## src/rtl/alu_issue_stage.sv

```systemverilog
// alu_issue_stage: two-entry in-order issue buffer (main + skid) in front of the ALU.
// Ops are accepted on in_valid & in_ready and presented on out_* from the head
// entry register. While an op waits, writeback results are forwarded into its
// register-sourced operands.
//
// Optional feature macro: ALU_ISSUE_FWD_EN
//   defined   -> writeback forwarding into held and incoming operands
//   undefined -> fwd_* ports are ignored, operands pass through unmodified
//
// Ports:
//   clk, reset             clock, asynchronous active-high reset
//   flush                  drop all held ops and any same-cycle push
//   in_valid/in_ready      upstream handshake
//   in_a, in_b             operands (WIDTH)
//   in_ctrl                ALU control code (4), passed through
//   in_rd/in_rs1/in_rs2    register indices (5)
//   in_use_rs1/in_use_rs2  operand a/b sourced from a register
//   fwd_valid/fwd_rd/fwd_data  writeback result for forwarding
//   out_valid/out_ready    downstream handshake
//   out_a/out_b/out_ctrl/out_rd  head entry fields (registered)
module alu_issue_stage #(
  parameter int unsigned WIDTH = 32,
  parameter int unsigned DEPTH = 2
) (
  input  logic             clk,
  input  logic             reset,
  input  logic             flush,
  input  logic             in_valid,
  output logic             in_ready,
  input  logic [WIDTH-1:0] in_a,
  input  logic [WIDTH-1:0] in_b,
  input  logic [3:0]       in_ctrl,
  input  logic [4:0]       in_rd,
  input  logic [4:0]       in_rs1,
  input  logic [4:0]       in_rs2,
  input  logic             in_use_rs1,
  input  logic             in_use_rs2,
  input  logic             fwd_valid,
  input  logic [4:0]       fwd_rd,
  input  logic [WIDTH-1:0] fwd_data,
  output logic             out_valid,
  input  logic             out_ready,
  output logic [WIDTH-1:0] out_a,
  output logic [WIDTH-1:0] out_b,
  output logic [3:0]       out_ctrl,
  output logic [4:0]       out_rd
);

  localparam int unsigned CNT_W = 2;

  typedef struct packed {
    logic [WIDTH-1:0] a;
    logic [WIDTH-1:0] b;
    logic [3:0]       ctrl;
    logic [4:0]       rd;
    logic [4:0]       rs1;
    logic [4:0]       rs2;
    logic             use_rs1;
    logic             use_rs2;
  } entry_t;

  entry_t           ent_q [2];
  entry_t           ent_d [2];
  logic [CNT_W-1:0] count_q, count_d;
  logic             out_valid_q, out_valid_d;
  logic             in_ready_q, in_ready_d;

  entry_t           held0, held1, inc;
  logic [CNT_W-1:0] cnt_after_pop;
  logic             push, pop;

`ifdef ALU_ISSUE_FWD_EN
  // Replace register-sourced operands with the writeback value on an index match; x0 is never forwarded.
  function automatic entry_t fwd_apply(input entry_t e, input logic fv,
                                       input logic [4:0] frd, input logic [WIDTH-1:0] fdata);
    entry_t r;
    r = e;
    if (fv && (frd != 5'd0)) begin
      if (e.use_rs1 && (e.rs1 == frd)) r.a = fdata;
      if (e.use_rs2 && (e.rs2 == frd)) r.b = fdata;
    end
    return r;
  endfunction
`else
  function automatic entry_t fwd_apply(input entry_t e, input logic fv,
                                       input logic [4:0] frd, input logic [WIDTH-1:0] fdata);
    return e;
  endfunction
  logic unused_fwd;
  assign unused_fwd = ^{fwd_valid, fwd_rd, fwd_data};
`endif

  // Handshakes decoded from registered state only.
  assign push = in_valid & in_ready_q;
  assign pop  = out_valid_q & out_ready;

  // Next-state: pop shifts entry 1 into the head, push fills the first free slot.
  always_comb begin
    inc.a       = in_a;
    inc.b       = in_b;
    inc.ctrl    = in_ctrl;
    inc.rd      = in_rd;
    inc.rs1     = in_rs1;
    inc.rs2     = in_rs2;
    inc.use_rs1 = in_use_rs1;
    inc.use_rs2 = in_use_rs2;
    inc         = fwd_apply(inc, fwd_valid, fwd_rd, fwd_data);
    held0       = fwd_apply(ent_q[0], fwd_valid, fwd_rd, fwd_data);
    held1       = fwd_apply(ent_q[1], fwd_valid, fwd_rd, fwd_data);

    ent_d[0]      = held0;
    ent_d[1]      = held1;
    count_d       = count_q;
    cnt_after_pop = count_q;

    if (flush) begin
      count_d = '0;
    end else begin
      cnt_after_pop = count_q - CNT_W'(pop);
      if (pop) ent_d[0] = held1;
      if (push) begin
        if (cnt_after_pop == '0) ent_d[0] = inc;
        else                     ent_d[1] = inc;
      end
      count_d = cnt_after_pop + CNT_W'(push);
    end

    out_valid_d = (count_d != '0);
    in_ready_d  = (count_d < CNT_W'(DEPTH));
  end

  // State registers; reset clears everything including entry storage.
  always_ff @(posedge clk or posedge reset) begin
    if (reset) begin
      ent_q[0]    <= '0;
      ent_q[1]    <= '0;
      count_q     <= '0;
      out_valid_q <= 1'b0;
      in_ready_q  <= 1'b1;
    end else begin
      ent_q[0]    <= ent_d[0];
      ent_q[1]    <= ent_d[1];
      count_q     <= count_d;
      out_valid_q <= out_valid_d;
      in_ready_q  <= in_ready_d;
    end
  end

  assign in_ready  = in_ready_q;
  assign out_valid = out_valid_q;
  assign out_a     = ent_q[0].a;
  assign out_b     = ent_q[0].b;
  assign out_ctrl  = ent_q[0].ctrl;
  assign out_rd    = ent_q[0].rd;

endmodule

```

## config.mk

```make
export PLATFORM = sky130hd
export DESIGN_NAME = alu_issue_stage
export DESIGN_NICKNAME = d
export VERILOG_FILES = /design/src/rtl/alu_issue_stage.sv
export SDC_FILE = /design/constraint.sdc
export NUM_CORES = 1
export LEC_CHECK = 0
export CAP_MARGIN = 20
export CORE_ASPECT_RATIO = 1.5
export CORE_MARGIN = 2
export CORE_UTILIZATION = 43
export CTS_CLUSTER_SIZE = 10
export DETAILED_ROUTE_END_ITERATION = 8
export MAX_ROUTING_LAYER = met4
export PLACE_DENSITY_LB_ADDON = 0.1
export SYNTH_ARGS = -nofsm -noshare
export SYNTH_HDL_FRONTEND = slang
export SYNTH_SLANG_ARGS = --single-unit
```

## constraint.sdc

```tcl
create_clock -name clk -period 5.6 [get_ports clk]
set_clock_uncertainty 0.2 [all_clocks]
set_input_delay 1.4 -clock clk [delete_from_list [all_inputs] [get_ports clk]]
set_output_delay 1.4 -clock clk [all_outputs]
set_load 0.01 [all_outputs]
```

==> results of run 1 <==
-- metrics by stage --
step | hold WS (ps) | cell area, um^2 | cells
floorplan | 259 | 6680 | 499
global placement | 267 | 7820 | 749
detailed placement | 280 | 7820 | 749
CTS | 295 | 8450 | 780
global route | 313 | 8450 | 780
finish | 293 | 8450 | 780
-- cell usage after synthesis (2+ instances only) --
| master | instances | area, um^2 |
|---|---|---|
| mux2_2 | 67 | 754 |
| buf_4 | 73 | 548 |
| inv_1 | 4 | 15.0 |
| clkbuf_1 | 23 | 86.3 |
| mux2_1 | 6 | 67.6 |
| buf_6 | 7 | 78.8 |
| and3_1 | 73 | 457 |
| ha_1 | 2 | 25.0 |
| dfrtp_1 | 149 | 3730 |
| buf_2 | 7 | 35.0 |
| a221o_1 | 73 | 731 |
-- layout make-up --
class	instances	share of cell area [%]
well taps	199	2.95
inverters	4	0.222
repair buffers	162	19.0
clock buffers	18	5.20
multi-input cells	234	25.8
flip-flops and latches	150	44.4
clock inverters	13	2.31
-- state kept, by name, indices dropped and copies added, names as in the netlist --
| register | cells |
|---|---|
| out_rd | 5 |
| out_b | 32 |
| out_a | 32 |
| count_q | 2 |
| in_ready | 1 |
| out_valid | 1 |
| out_ctrl | 4 |
| ent_q | 73 |
-- worst max-delay path by stage --
stage	start	end	slack (ps)	cells after the start
2_1_floorplan	reset	count_q[0]$_DFF_PP0_	2110	1
3_3_place_gp	out_ready	ent_q[53]$_DFFE_PP0P_	1220	8
3_5_place_dp	out_ready	ent_q[56]$_DFFE_PP0P_	1210	8
4_1_cts	out_ready	ent_q[56]$_DFFE_PP0P_	1650	8
5_1_grt	out_ready	ent_q[56]$_DFFE_PP0P_	1520	8
6_report	out_ready	ent_q[56]$_DFFE_PP0P_	1630	8
-- routing by layer --
metal,vias up,track usage (%),part of all wire (%)
met1,2249,23.5,44
met5,-,-,0
li1,1931,-,-
met2,113,34.0,51
met4,0,7.14,1.7
met3,22,4.08,3.7
-- power breakdown --
group | total [mW] | internal, mW | leakage (nW) | switching [mW]
registers | 1.91 | 1.62 | 1.83 | 0.292
logic | 1.87 | 1.07 | 1.67 | 0.800
clock network | 1.23 | 0.763 | 0.305 | 0.464
-- logic make-up after synthesis --
logic type | share of synthesized area [%]
multiplexers | 12.3
flip-flops | 56.3
adder cells (fa/ha/maj) | 0.375
AO/OA/AOI/OAI | 11.7
buffers and inverters | 11.5
XOR/XNOR | 0.375
AND/OR/NAND/NOR | 7.50
==> results.toml, run 1 <==
[sta]
setup_tns_ps = 0
drv_slew = 0
period_needed_ps = 3970
max_freq_mhz = 252
rsz0062_at_grt = "no"
setup-violations-final = 0
worst_pin_slew_ps = 869
worst_slack_ps = 1630
post-route-period-util_pct = 71.0
timing.final.hold_violations = 0
relSlewSlack_pct = 42.1

[critical_path]
cp.buffers_inverters = 3
worstPathMaxFanout = 41
r2r-end = "ent_q[56]$_DFFE_PP0P_"
r2r_start = "out_valid$_DFF_PP0_"
cp_cell_sequence = "clkdlybuf4s50_1, and2_1, ha_1, xnor2_4, buf_4, a211oi_4, buf_4, mux2_2"
crit_path_start_kind = "primary input"
cpLargestDelayFamily = "buffers and inverters"
crit_arrival_ps = 4060
critPathMaxStageDelay_ps = 530
r2r_slack_ps = 2640
worst_path_max_delay_cell = "buf_4"
crit_type = "in -> reg"
reg2regPathDepth = 7
cp.required_ps = 5690
endpoint_kind = "flip-flop"
crit_top_cell = "buf_4"

[floorplanning]
rows = 55
start_util_pct = 44.1
top_level_ports = 203
die_h_um = 157
die_area_mm2 = 0.0166
design.core.area_mm2 = 0.0151
die_w_um = 106

[placed_design]
hpwl_mm = 9.24
portBuffers = 152
gp_congestion = 0.743
pre_cts_slack_ps = 1210

[route]
wl_mm = 15.4
wl_per_cell_um = 19.7
drc = 0
drt_iter0_drc = 198
routed_via_density = 5.53
via_count = 4315
final_antenna_net_count = 0
dr.pass1.iters = 4

[power]
totalPowerFinal_mw = 5.01
leakagePower_nw = 3.81
power.density_mw_per_mm2 = 593
irDropWorstVdd_mv = 0.232

[clock_network]
cts_buffer_depth = 2
root_buffer = "clkbuf_16"
clk_latency_ps = 410
ctsHoldBuffers = 0
clock-sinks = 150
path_clk_slew_ps = 60
cts_tree = "yes"
cts_buffers = 17
htreeDepth = 4
cts_resized = 0
post-cts-setup-buffers = 0

[grt]
grt_max_degree = 151
antenna_found_initial = 0
grt_first_pass_wirelength_mm = 25.0
grt_overflow = 0
grt_util_all_layers_pct = 20.0
grt_pass1_vias = 4729

[synthesis]
synth_ff_type = "dfrtp_1"
synth_seq_cells = 150
ys_types = 26
syn-cell-area_mm2 = 0.00667
synth_seq_area_share_pct = 56.3
yosys_warnings = 0
syn_nets = 629
synth_edf_count = 0
async_reset_ff_share_pct = 100
syn_avg_cell_area_um2 = 13.4
syn_inst = 499

[cells_and_area]
synthToLayoutAreaGrowth_pct = 26.6
drive_above_1_share_pct = 20.0
register_area_mm2 = 0.00375
final_cell_mix = "clkdlybuf4s50_1, dfrtp_1, and3_1, a221o_1, mux2_2"
multi_input_area_mm2 = 0.00218
n_antenna_cell = 0
final_common_cell = "clkdlybuf4s50_1"
nFillCells = 1314
fin_util_pct = 55.8
fin_nets = 699

[hold_path]
min_to = "ent_q[84]$_DFFE_PP0P_"
hold_class = "reg -> reg"
whs_path_depth = 1
hold_start = "ent_q[84]$_DFFE_PP0P_"

[status]
run_status = "finished clean"

[job]
drv_cap = 0
No activity file was read; power rests on OpenSTA's default activity.
==> inputs of run 2 (changes only) <==
==> constraint.sdc (replaced) <==
create_clock -name clk -period 3.4 [get_ports clk]
set_clock_uncertainty 0.2 [all_clocks]
set_input_delay 0.85 -clock clk [delete_from_list [all_inputs] [get_ports clk]]
set_output_delay 0.85 -clock clk [all_outputs]
set_load 0.01 [all_outputs]
==> results.toml, run 2 (synthesized netlist as in run 1, its figures left out) <==
[sta]
relSlewSlack_pct = 52.4
worst_pin_slew_ps = 713
setup_tns_ps = 0
worst_slack_ps = 527
timing.final.hold_violations = 0
drv_slew = 0
post-route-period-util_pct = 84.5
setup-violations-final = 0
rsz0062_at_grt = "no"
hold_ws_ps = 291
period_needed_ps = 2870
max_freq_mhz = 348

[grt]
grt_max_degree = 74
antenna_found_initial = 0
grt_pass1_vias = 4627
grt_util_all_layers_pct = 19.6
grt_overflow = 0
grt_first_pass_wirelength_mm = 24.4

[clock_network]
clock-sinks = 150
cts_buffer_depth = 2
cts_tree = "yes"
ctsHoldBuffers = 0
cts_buffers = 17
post-cts-setup-buffers = 0
cts_resized = 0
path_clk_slew_ps = 60
root_buffer = "clkbuf_16"
htreeDepth = 4
clk_latency_ps = 410

[cells_and_area]
n_antenna_cell = 0
final_cell_mix = "clkdlybuf4s50_1, dfrtp_1, and3_1, a221o_1, mux2_2"
regMostFlops = "ent_q"
largest_reg_flops = 73
drive_above_1_share_pct = 20.5
fin_nets = 704
synthToLayoutAreaGrowth_pct = 29.3
final_common_cell = "clkdlybuf4s50_1"

[critical_path]
cpLargestDelayFamily = "compound AO/OA/AOI/OAI gates"
crit_arrival_ps = 3010
critPathMaxStageDelay_ps = 590
worst_path_max_delay_cell = "a21boi_4"
cp.required_ps = 3540
crit_path_start_kind = "primary input"
cp.buffers_inverters = 2
crit_type = "in -> reg"
endpoint_kind = "flip-flop"
worstPathMaxFanout = 24
cp_cell_sequence = "clkdlybuf4s50_1, and2_1, ha_1, and4b_2, a21boi_4, buf_12, a221o_1"

[power]
power.density_mw_per_mm2 = 984
irDropWorstVdd_mv = 0.415
p_int_mw = 5.94
switching_power_mw = 2.55
sequentialPowerShare_pct = 37.0
leakagePower_nw = 3.88
switching_share_pct = 30.0
combPwrFrac_pct = 37.8
clkPwrFrac_pct = 25.3

[floorplanning]
start_util_pct = 44.1
die_area_mm2 = 0.0166
rows = 55
design.core.area_mm2 = 0.0151
die_w_um = 106
die_h_um = 157
top_level_ports = 203

[placed_design]
pre_cts_slack_ps = 84.9
portBuffers = 152
hpwl_mm = 9.52
gp_congestion = 0.741

[route]
wl_per_cell_um = 19.4
drc = 0
routed_via_density = 5.53
final_antenna_net_count = 0
wl_mm = 15.3
dr.pass1.iters = 4
via_count = 4342
drt_iter0_drc = 206

[status]
run_status = "finished clean"

[job]
drv_cap = 0

[hold_path]
hold_class = "reg -> reg"
## run 2: worst reg2reg max path: stages (launching register included)
cell      delay, ps
dfrtp_1         400
and2_1          160
ha_1            280
and4b_2         290
a21boi_4        590
buf_12          270
a221o_1         180
## run 2: layer usage
layer	part of all wire [%]	vias up	track usage [%]
met5	0	-	-
li1	-	1948	-
met3	4.1	19	4.25
met2	52	125	32.2
met4	1.7	0	6.27
met1	42	2250	24.1
## run 2: area by class of cell
cell class	instances	area (um^2)
sequential	150	3750
fill	1264	6510
clock buffer	20	457
multi-input combinational	234	2180
timing repair buffer	167	1750
clock inverter	11	221
inverter	4	18.8
tap	199	249
## run 2: through the flow
step | util, % | area (um^2) | std cells | total power [mW]
6_report | 57.0 | 8630 | 785 | 8.49
5_1_grt | 57.0 | 8630 | 785 | 8.96
4_1_cts | 57.0 | 8630 | 785 | 8.59
3_5_place_dp | 52.5 | 7950 | 754 | 6.41
3_3_place_gp | 52.5 | 7950 | 754 | 6.30
2_1_floorplan | - | 6680 | 499 | 5.40
## run 2: path summary, 6_finish.rpt
path | cells after the start | from | to | slack, ps
worst max-delay path | 7 | out_ready | out_a[21]$_DFFE_PP0N_ | 530
worst min-delay path | 1 | ent_q[57]$_DFFE_PP0P_ | ent_q[57]$_DFFE_PP0P_ | 290
worst max register to register | 6 | out_valid$_DFF_PP0_ | out_a[21]$_DFFE_PP0N_ | 970
worst min register to register | 1 | ent_q[57]$_DFFE_PP0P_ | ent_q[57]$_DFFE_PP0P_ | 290
max in group asynchronous | 3 | reset | in_ready$_DFF_PP1_ | 1660
min in group asynchronous | 2 | reset | ent_q[72]$_DFFE_PP0P_ | 630
## run 2: power by group through the flow
stage	registers [mW]	logic (mW)	clock network (mW)
2_1_floorplan	3.02	2.38	0
3_3_place_gp	3.12	3.18	0
3_5_place_dp	3.16	3.25	0
4_1_cts	3.15	3.26	2.19
5_1_grt	3.24	3.44	2.28
6_report	3.14	3.21	2.15
==> inputs of run 3 (changes only) <==
==> constraint.sdc (replaced) <==
create_clock -name clk -period 2.44 [get_ports clk]
set_clock_uncertainty 0.2 [all_clocks]
set_input_delay 0.61 -clock clk [delete_from_list [all_inputs] [get_ports clk]]
set_output_delay 0.61 -clock clk [all_outputs]
set_load 0.01 [all_outputs]
==> results.toml, run 3 (synthesized netlist as in run 1, its figures left out) <==
[critical_path]
cpLargestDelayFamily = "buffers and inverters"
cp.buffers_inverters = 1
cp.required_ps = 1630
critPathMaxStageDelay_ps = 550
cp_cell_sequence = "clkdlybuf4s50_1"
crit_path_start = "in_ready$_DFF_PP1_"
crit_path_end = "in_ready"
r2r_start = "out_valid$_DFF_PP0_"
worstPathMaxFanout = 3
crit_cells = 1
r2r-end = "ent_q[73]$_DFFE_PP0P_"
r2r_slack_ps = 160
worst_path_max_delay_cell = "clkdlybuf4s50_1"
crit_path_start_kind = "flip-flop"
crit_arrival_ps = 1500
endpoint_kind = "output port"
reg2regPathDepth = 7
crit_type = "reg -> out"

[grt]
grt_pass1_vias = 4628
grt_max_degree = 89
grt_util_all_layers_pct = 20.1
grt_overflow = 0
antenna_found_initial = 0
grt_first_pass_wirelength_mm = 25.2

[cells_and_area]
fin_cells = 801
regMostFlops = "ent_q"
largest_reg_flops = 73
final_common_cell = "clkdlybuf4s50_1"
synthToLayoutAreaGrowth_pct = 31.4
final_cell_mix = "clkdlybuf4s50_1, dfrtp_1, and3_1, a221o_1, mux2_2"
drive_above_1_share_pct = 22.9
fin_nets = 720
fin_util_pct = 57.9
n_antenna_cell = 0

[route]
wl_per_cell_um = 19.5
final_antenna_net_count = 0
routed_via_density = 5.50
drc = 0
wl_mm = 15.6
dr.pass1.iters = 4
via_count = 4406
drt_iter0_drc = 227

[floorplanning]
design.core.area_mm2 = 0.0151
die_h_um = 157
rows = 55
top_level_ports = 203
die_area_mm2 = 0.0166
die_w_um = 106
start_util_pct = 44.1

[clock_network]
clk_latency_ps = 410
clock-sinks = 150
root_buffer = "clkbuf_16"
path_clk_slew_ps = 60
cts_buffers = 17
cts_buffer_depth = 2
post-cts-setup-buffers = 0
cts_tree = "yes"
htreeDepth = 4

[placed_design]
post-place-cells = 767
pre_cts_slack_ps = -491
hpwl_mm = 9.98
portBuffers = 152
gp_congestion = 0.747

[sta]
drv_slew = 0
setup-violations-final = 0
worst_pin_slew_ps = 470
max_freq_mhz = 433
worst_slack_ps = 131
timing.final.hold_violations = 0
setup_tns_ps = 0
hold_ws_ps = 293
period_needed_ps = 2310
rsz0062_at_grt = "no"
relSlewSlack_pct = 68.7
post-route-period-util_pct = 94.6

[power]
irDropWorstVdd_mv = 0.622
power.density_mw_per_mm2 = 1340
leakagePower_nw = 3.96

[hold_path]
hold_class = "reg -> reg"
whs_path_depth = 1

[job]
drv_cap = 0

[status]
run_status = "finished clean"
==> run 3: changes by cell type in the layout (fill, tap and decap cells not counted), sizes merged, moves of 2 or more <==
cell      delta
clkinv       +3
clkinvlp     +2
buf         +14
bufinv       -2
==> run 3: layer usage <==
| layer | share of wire, % | track usage, % |
|---|---|---|
| met4 | 2.1 | 7.46 |
| met2 | 50 | 32.2 |
| met1 | 43 | 24.9 |
| met5 | 0 | - |
| met3 | 4.6 | 5.04 |
==> run 3: report_power, final <==
| part | switching (mW) | internal, mW |
|---|---|---|
| Clock | 1.01 | 1.70 |
| Combinational | 1.93 | 2.75 |
| Sequential | 0.662 | 3.72 |
| Total | 3.60 | 8.17 |
==> run 3: through the flow <==
stage                     instance area [um^2]  total power, mW
after floorplan                           6690             7.55
after global placement                    8050             8.83
after detailed placement                  8050             9.02
after CTS                                 8680             11.8
after global routing                      8770             12.5
final                                     8770             11.8
==> run 3: how the worst min path moves through the flow <==
stage | startpoint | endpoint | slack [ps]
4_1_cts | ent_q[57]$_DFFE_PP0P_ | ent_q[57]$_DFFE_PP0P_ | 300
6_report | ent_q[12]$_DFFE_PP0P_ | ent_q[12]$_DFFE_PP0P_ | 290
2_1_floorplan | ent_q[12]$_DFFE_PP0P_ | ent_q[12]$_DFFE_PP0P_ | 260
3_5_place_dp | ent_q[57]$_DFFE_PP0P_ | ent_q[57]$_DFFE_PP0P_ | 280
3_3_place_gp | ent_q[14]$_DFFE_PP0P_ | ent_q[14]$_DFFE_PP0P_ | 270
5_1_grt | ent_q[13]$_DFFE_PP0P_ | ent_q[13]$_DFFE_PP0P_ | 320
==> run 3: what timing repair did <==
action | in CTS | in global routing
resized for setup | 2 | 8
hold buffers | 0 | 0
gates cloned | 0 | 3
pin swaps | 1 | 2
setup endpoints to repair | 70 | 77
==> run 3: final cells by class <==
type | count | area (um^2)
clock inverter | 13 | 183
inverter | 4 | 18.8
clock buffer | 18 | 429
multi-input combinational | 234 | 2200
timing repair buffer | 183 | 1930
sequential | 150 | 3750
fill | 1234 | 6370
tap | 199 | 249
